--- src/rtl/fetch_pkg.sv ---
`default_nettype none
// fetch_pkg: shared types for the fetch stage (occupancy state, IR/skid entry, IR reset value).
// Revision 1.0
package fetch_pkg;

   localparam int unsigned FETCH_D = 8;
   localparam int unsigned FETCH_W = 9;

   typedef enum logic [1:0] {
      EMPTY = 2'd0,
      FULL  = 2'd1,
      SKID  = 2'd2
   } fetch_state_t;

   typedef struct packed {
      logic [FETCH_W-1:0] word;
      logic [FETCH_D-1:0] pc;
   } fetch_entry_t;

   // The all-zero word doubles as a NOP, so a reset IR is harmless to decode.
   localparam logic [FETCH_W-1:0] IR_RESET_WORD = '0;
   localparam fetch_entry_t       IR_RESET      = '{word: IR_RESET_WORD, pc: '0};

endpackage
`default_nettype wire

--- src/rtl/fetch_unit.sv ---
`default_nettype none
// fetch_unit: tags ROM reads with their PC, registers them into the IR, absorbs decode stalls
// with a one-entry skid buffer and squashes wrong-path words on redirect. Revision 1.0
module fetch_unit
   import fetch_pkg::*;
#(
   parameter int D = FETCH_D,
   parameter int W = FETCH_W
) (
   input  logic         clk,
   input  logic         reset,
   input  logic [D-1:0] prog_ctr,
   input  logic         redirect,
   output logic [D-1:0] imem_addr,
   input  logic [W-1:0] imem_rdata,
   input  logic         id_ready,
   output logic [W-1:0] instr,
   output logic [D-1:0] instr_pc,
   output logic         instr_valid,
   output logic         pc_hold
);

   fetch_state_t state_q;
   logic         req_v_q;
   logic [D-1:0] req_pc_q;
   fetch_entry_t ir_q;
   fetch_entry_t skid_q;

   logic         accept;
   logic         arrive;
   fetch_entry_t in_entry;

   assign imem_addr   = prog_ctr;
   assign instr       = ir_q.word;
   assign instr_pc    = ir_q.pc;
   assign instr_valid = (state_q != EMPTY);

   assign accept   = instr_valid & id_ready;
   assign arrive   = req_v_q & ~redirect;
   assign in_entry = '{word: imem_rdata, pc: req_pc_q};

   // Holding whenever the next arrival could not be stored keeps at most one word in flight.
   assign pc_hold = ((state_q == FULL) & ~id_ready) | (state_q == SKID);

   always_ff @(posedge clk or negedge reset) begin
      if (!reset) begin
         state_q  <= EMPTY;
         req_v_q  <= 1'b0;
         req_pc_q <= '0;
         ir_q     <= IR_RESET;
         skid_q   <= IR_RESET;
      end else begin
         req_v_q  <= ~pc_hold & ~redirect;
         req_pc_q <= prog_ctr;

         case (state_q)
            EMPTY: begin
               if (arrive) begin
                  ir_q    <= in_entry;
                  state_q <= FULL;
               end
            end
            FULL: begin
               if (accept && arrive) begin
                  ir_q <= in_entry;
               end else if (accept) begin
                  state_q <= EMPTY;
               end else if (arrive) begin
                  skid_q  <= in_entry;
                  state_q <= SKID;
               end
            end
            SKID: begin
               // A redirect discards the skid word; the IR survives unless decode takes it now.
               if (redirect) begin
                  state_q <= accept ? EMPTY : FULL;
               end else if (accept) begin
                  ir_q    <= skid_q;
                  state_q <= FULL;
               end
            end
            default: begin
               state_q <= EMPTY;
            end
         endcase
      end
   end

endmodule
`default_nettype wire

--- config.mk ---
export PLATFORM = sky130hd
export DESIGN_NAME = fetch_unit
export DESIGN_NICKNAME = d
export VERILOG_FILES = /design/src/rtl/fetch_pkg.sv /design/src/rtl/fetch_unit.sv
export SDC_FILE = /design/constraint.sdc
export NUM_CORES = 1
export LEC_CHECK = 0
export ABC_AREA = 0
export CAP_MARGIN = 20
export CORE_ASPECT_RATIO = 0.9
export CORE_MARGIN = 2
export CORE_UTILIZATION = 49
export DETAILED_ROUTE_END_ITERATION = 7
export GPL_ROUTABILITY_DRIVEN = 0
export PLACE_DENSITY = 0.82
export REMOVE_ABC_BUFFERS = 1
export SLEW_MARGIN = 20
export SYNTH_ARGS = -nofsm -noshare
export SYNTH_HDL_FRONTEND = slang
export SYNTH_SLANG_ARGS = --single-unit
--- constraint.sdc ---
create_clock -name clk -period 1.9 [get_ports clk]
set_input_delay 0.38 -clock clk [delete_from_list [all_inputs] [get_ports clk]]
set_output_delay 0.38 -clock clk [all_outputs]
set_load 0.03 [all_outputs]
======== Word-level counts from Yosys, hierarchy flattened ========
Cells that the tools add are included.
operators by class
  equal/unequal tests ..................... 9
  multiplexer cells ....................... 13
  bitwise gates (word level) .............. 10
  reductions and logical operators ........ 7
operator list
  kind                  count
  $mux W17              4
  $pmux W17 S3          1
  $mux W2               6
  $ne A2 B2 Y1 const B  4
  $reduce_and A4 Y1     2
  $ne A3 B3 Y1 const B  2
  $pmux W2 S3           1
  $not A1 Y1            5
  $reduce_and A5 Y1     1
  $and A1 B1 Y1         4
  $reduce_bool A3 Y1    1
  $eq A2 B1 Y1 const B  1
  $eq A2 B2 Y1 const B  1
  $logic_not A2 Y1      1
  $ne A2 B1 Y1 const B  1
  $reduce_bool A2 Y1    1
  $logic_and A1 B1 Y1   1
  $mux W1               1
  $or A1 B1 Y1          1
storage, ports and cells
  flip-flop bits (word level) ............. 45
  input bits .............................. 21
  output and inout bits ................... 27
  word-level logic and storage cells ...... 46

======== Depth between registers and ports, before layout ========
  depth after elaboration ................. 6
  mapped depth ............................ 6
  depth with buffers taken out ............ 4

======== Least setup slack after synthesis ========
OpenSTA, ideal clock, no wires.
  kind .................................... flip-flop to output port
  from .................................... register state_q[1]
  to ...................................... output port pc_hold
  arrival ................................. 1.176 ns
  setup slack ............................. 0.344 ns
  cell stages (with the launch flop) ...... 5
  buffers on the path ..................... 2
  cells stage by stage .................... dfrtp_1 nor2b_1 buf_6 buf_12 o21bai_1
between the ends
  word-level cells in the longest chain between the ends .. 3
  elaborated cells on any way between the ends .. 4
RTL lines
  item                      line              source
  start: declaration        fetch_unit.sv:23  fetch_state_t state_q;
  start signal: assignment  fetch_unit.sv:76  state_q <= accept ? EMPTY : FULL;
  $eq A2 B1 Y1              fetch_unit.sv:43  assign pc_hold = ((state_q == FULL) & ~id_ready) | (state_q == SKID);
  $and A1 B1 Y1             fetch_unit.sv:43
  $or A1 B1 Y1 (*)          fetch_unit.sv:43
  end: declaration          fetch_unit.sv:20  output logic pc_hold
Mark *: on every way between the ends. The rest lies on a longest branch, timed or not.

======== Worst setup path after layout ========
  from .................................... register state_q[0]
  to ...................................... output port pc_hold
Same word-level chain as after synthesis.

==> out/qor.csv <==
stage,metric,value,unit
detailed_routing,routed via count,1160,
worst_setup_path,CP Capture Type,output port,
sta,Tightest Pin Transition,454,ps
logic_synthesis,Synth warnings,0,
final_layout,Multi-input gate area,805,sq um
sta,Final Skew,8.46,ps
detailed_routing,"antenna viol nets, final",0,
floorplanning,die width,72.2,um
worst_setup_path,Startpoint Class,flip-flop,
sta,Final WS setup,45.5,ps
final_layout,n_diodes,0,
clock_network,Clock Tree Buf Depth,2,
global_route,largest net degree at the start of global routing,27,
logic_synthesis,post-synthesis register bit count,45,
sta,worst rel slew slack,69.7,%
final_layout,register area,0.00113,sq mm
pwr,internal power,2.41,mW
final_layout,Nets,198,
sta,period utilization,97.6,%
clock_network,Root Driver,clkbuf_8,
detailed_routing,DR vias/cell,5.13,
worst_setup_path,maximum fanout along the worst path,19,
global_route,vias in the first global route,1268,
detailed_routing,DRT Wirelength,3570,um
pwr,NetSw,1.06,mW
pwr,clock power share,21.4,%
placement,pre-CTS setup slack,-58.4,ps
sta,fmax,539,MHz
global_route,Overflow after GRT,0,
placement,DPL Wire Length,2510,um
floorplanning,Ports,48,
sta,worst hold slack,22.8,ps
logic_synthesis,Netlist cell types,22,
clock_network,Clock Pin Slew Worst Setup and Hold Paths,80,ps
sta,final slew viol count,0,
logic_synthesis,sequential-to-total area share from yosys stat,54.8,%
pwr,total power,3.47,mW
floorplanning,core area,0.00405,sq mm
detailed_routing,WL/cell,15.8,um
detailed_routing,# DRC,0,
logic_synthesis,share of the synthesized area in the top cell type,54.8,%
logic_synthesis,post-synthesis cell count,128,
clock_network,Sink Count,45,
floorplanning,Initial Utilization,50.7,%
hold_path,Worst Hold Class,primary input to asynchronous set/reset pin,
clock_network,CTS Hold Bufs,0,
worst_setup_path,WP data arrival,1470,ps
floorplanning,site row count,22,
global_route,global-route total usage across every layer,17.7,%
detailed_routing,DR pass1 iterations,4,
pwr,Peak VDD IR,0.000634,V
clock_network,CTS tree,done,
global_route,initial antenna violation count,0,
final_layout,Synth-to-Final Area Change,29.2,%
sta,final hold vios,0,
run,Max-cap violations,0,
logic_synthesis,Yosys top cell by area,dfrtp_1,
global_route,first-pass GRT wire length,6250,um
clock_network,Worst-Skew Late Latency,300,ps
final_layout,Fillers,273,
worst_setup_path,critical path class,flip-flop to output port,
pwr,Gate power share,35.9,%
logic_synthesis,"Avg Cell Area, Syn",16.0,sq um
clock_network,CTS Buf Count,5,
logic_synthesis,Synth area leaders,"dfrtp_1, mux2_4, mux2_2, buf_4, buf_6",
detailed_routing,Initial DRC Count,71,
pwr,pwr/cell area,1310,mW/mm^2
placement,PortBufs,47,
floorplanning,chip height,65.4,um
sta,Final min period,1850,ps
pwr,switch share,30.6,%
sta,endpoints failing setup,0,
run_status,status,"complete, no violations",
worst_setup_path,required time of the critical path,1520,ps
pwr,leakage,1.19,nW
floorplanning,die area,0.00472,sq mm
pwr,sequential power share,42.8,%
clock_network,H-Tree Level Count,2,
final_layout,share of cells above drive strength 1,46.6,%
logic_synthesis,synthesized area,0.00205,sq mm
-- placed cells by master, fill, tap and decap left out --
cell | Yosys | final
nor2b_1 | 2 | 1
xor2_1 | 1 | 1
or2_2 | 1 | 1
nor3_1 | 1 | 1
dfrtp_2 | 0 | 2
o21bai_1 | 1 | 1
clkdlybuf4s50_1 | 0 | 36
mux2_4 | 26 | 26
clkbuf_8 | 0 | 6
nand3b_1 | 1 | 1
buf_12 | 1 | 3
nor2b_2 | 1 | 2
a21oi_1 | 3 | 3
and2b_1 | 1 | 1
clkinvlp_4 | 0 | 1
mux2_1 | 2 | 2
buf_2 | 0 | 1
nand2b_1 | 1 | 1
a21oi_4 | 1 | 1
bufinv_16 | 0 | 1
dlygate4sd2_1 | 0 | 1
o22ai_1 | 1 | 1
nand2b_2 | 1 | 1
buf_4 | 8 | 14
nor2_1 | 2 | 2
dfrtp_1 | 45 | 43
mux2_2 | 23 | 23
nand2_2 | 1 | 1
-- metrics by stage --
stage	cell area, sq um	TNS [ps]	std cells	util (%)
3_5_place_dp	2520	-566	217	62.4
3_3_place_gp	2520	0	217	62.4
4_1_cts	2640	0	225	65.3
2_1_floorplan	1930	-6830	115	-
5_1_grt	2650	-8.17	226	65.6
6_report	2650	0	226	65.6
-- sequential cells by signal, summed over array words and instances (netlist names) --
register / cells
req_pc_q: 8
req_v_q: 1
instr: 9
instr_pc: 8
state_q: 2
skid_q: 17
-- per-layer routing --
layer / share of wire (%) / GRT usage (%)
met4: 1.3 / 6.60
met2: 49 / 27.8
met3: 5.1 / 5.83
met5: 0 / 0
met1: 44 / 22.7
-- timing repair --
item,in CTS,in global routing
cloned,0,0
resized for setup,2,1
endpoints found under the setup margin,2,1
buffers inserted,0,1
-- logic make-up after synthesis --
logic type	after synthesis	share of synthesized area, %
buffers and inverters	13	6.09
multiplexers	51	32.7
XOR/XNOR	1	0.427
flip-flops	45	54.8
AND/OR/NAND/NOR	12	3.72
AO/OA/AOI/OAI	6	2.19
-- final cells by class --
| class | instances | area share, % |
|---|---|---|
| sequential | 45 | 42.5 |
| multi-input combinational | 70 | 30.3 |
| timing repair buffer | 55 | 20.3 |
| clock buffer | 6 | 3.11 |
| tap | 48 | 2.26 |
| clock inverter | 2 | 1.42 |
-- worst max-delay path, stage by stage, from the launching register on --
cell and delay, ps:
dfrtp_2 450, nor2b_2 170, buf_12 200, o21bai_1 160, buf_4 200
-- synthesized netlist by cell type (all sizes together) --
master and number:
nor3 1, nand3b 1, nor2 2, nand2 1
nand2b 2, nor2b 3, mux2 51, dfrtp 45
o21bai 1, buf 13, xor2 1, a21oi 4
and2b 1, o22ai 1, or2 1
-- final timing paths --
kind | slack [ps] | depth (start not counted) | to | startpoint
min | 20 | 1 | skid_q[1] | reset
max reg2reg | 260 | 6 | instr[6] | state_q[1]
min in group clk | 510 | 1 | skid_q[1] | req_pc_q[1]
max in group asynchronous | 1390 | 2 | state_q[0] | reset
max | 50 | 4 | pc_hold | state_q[0]
min reg2reg | 510 | 1 | skid_q[1] | req_pc_q[1]
-- power by group through the flow --
| stage | registers [mW] | clock network (mW) | logic, mW |
|---|---|---|---|
| finish | 1.48 | 0.741 | 1.24 |
| global route | 1.52 | 0.814 | 1.32 |
| CTS | 1.48 | 0.765 | 1.26 |
| detailed placement | 1.49 | 0 | 1.25 |
| global placement | 1.47 | 0 | 1.22 |
| floorplan | 1.72 | 0 | 0.505 |
Note: power is estimated with default switching activity, not from simulation.
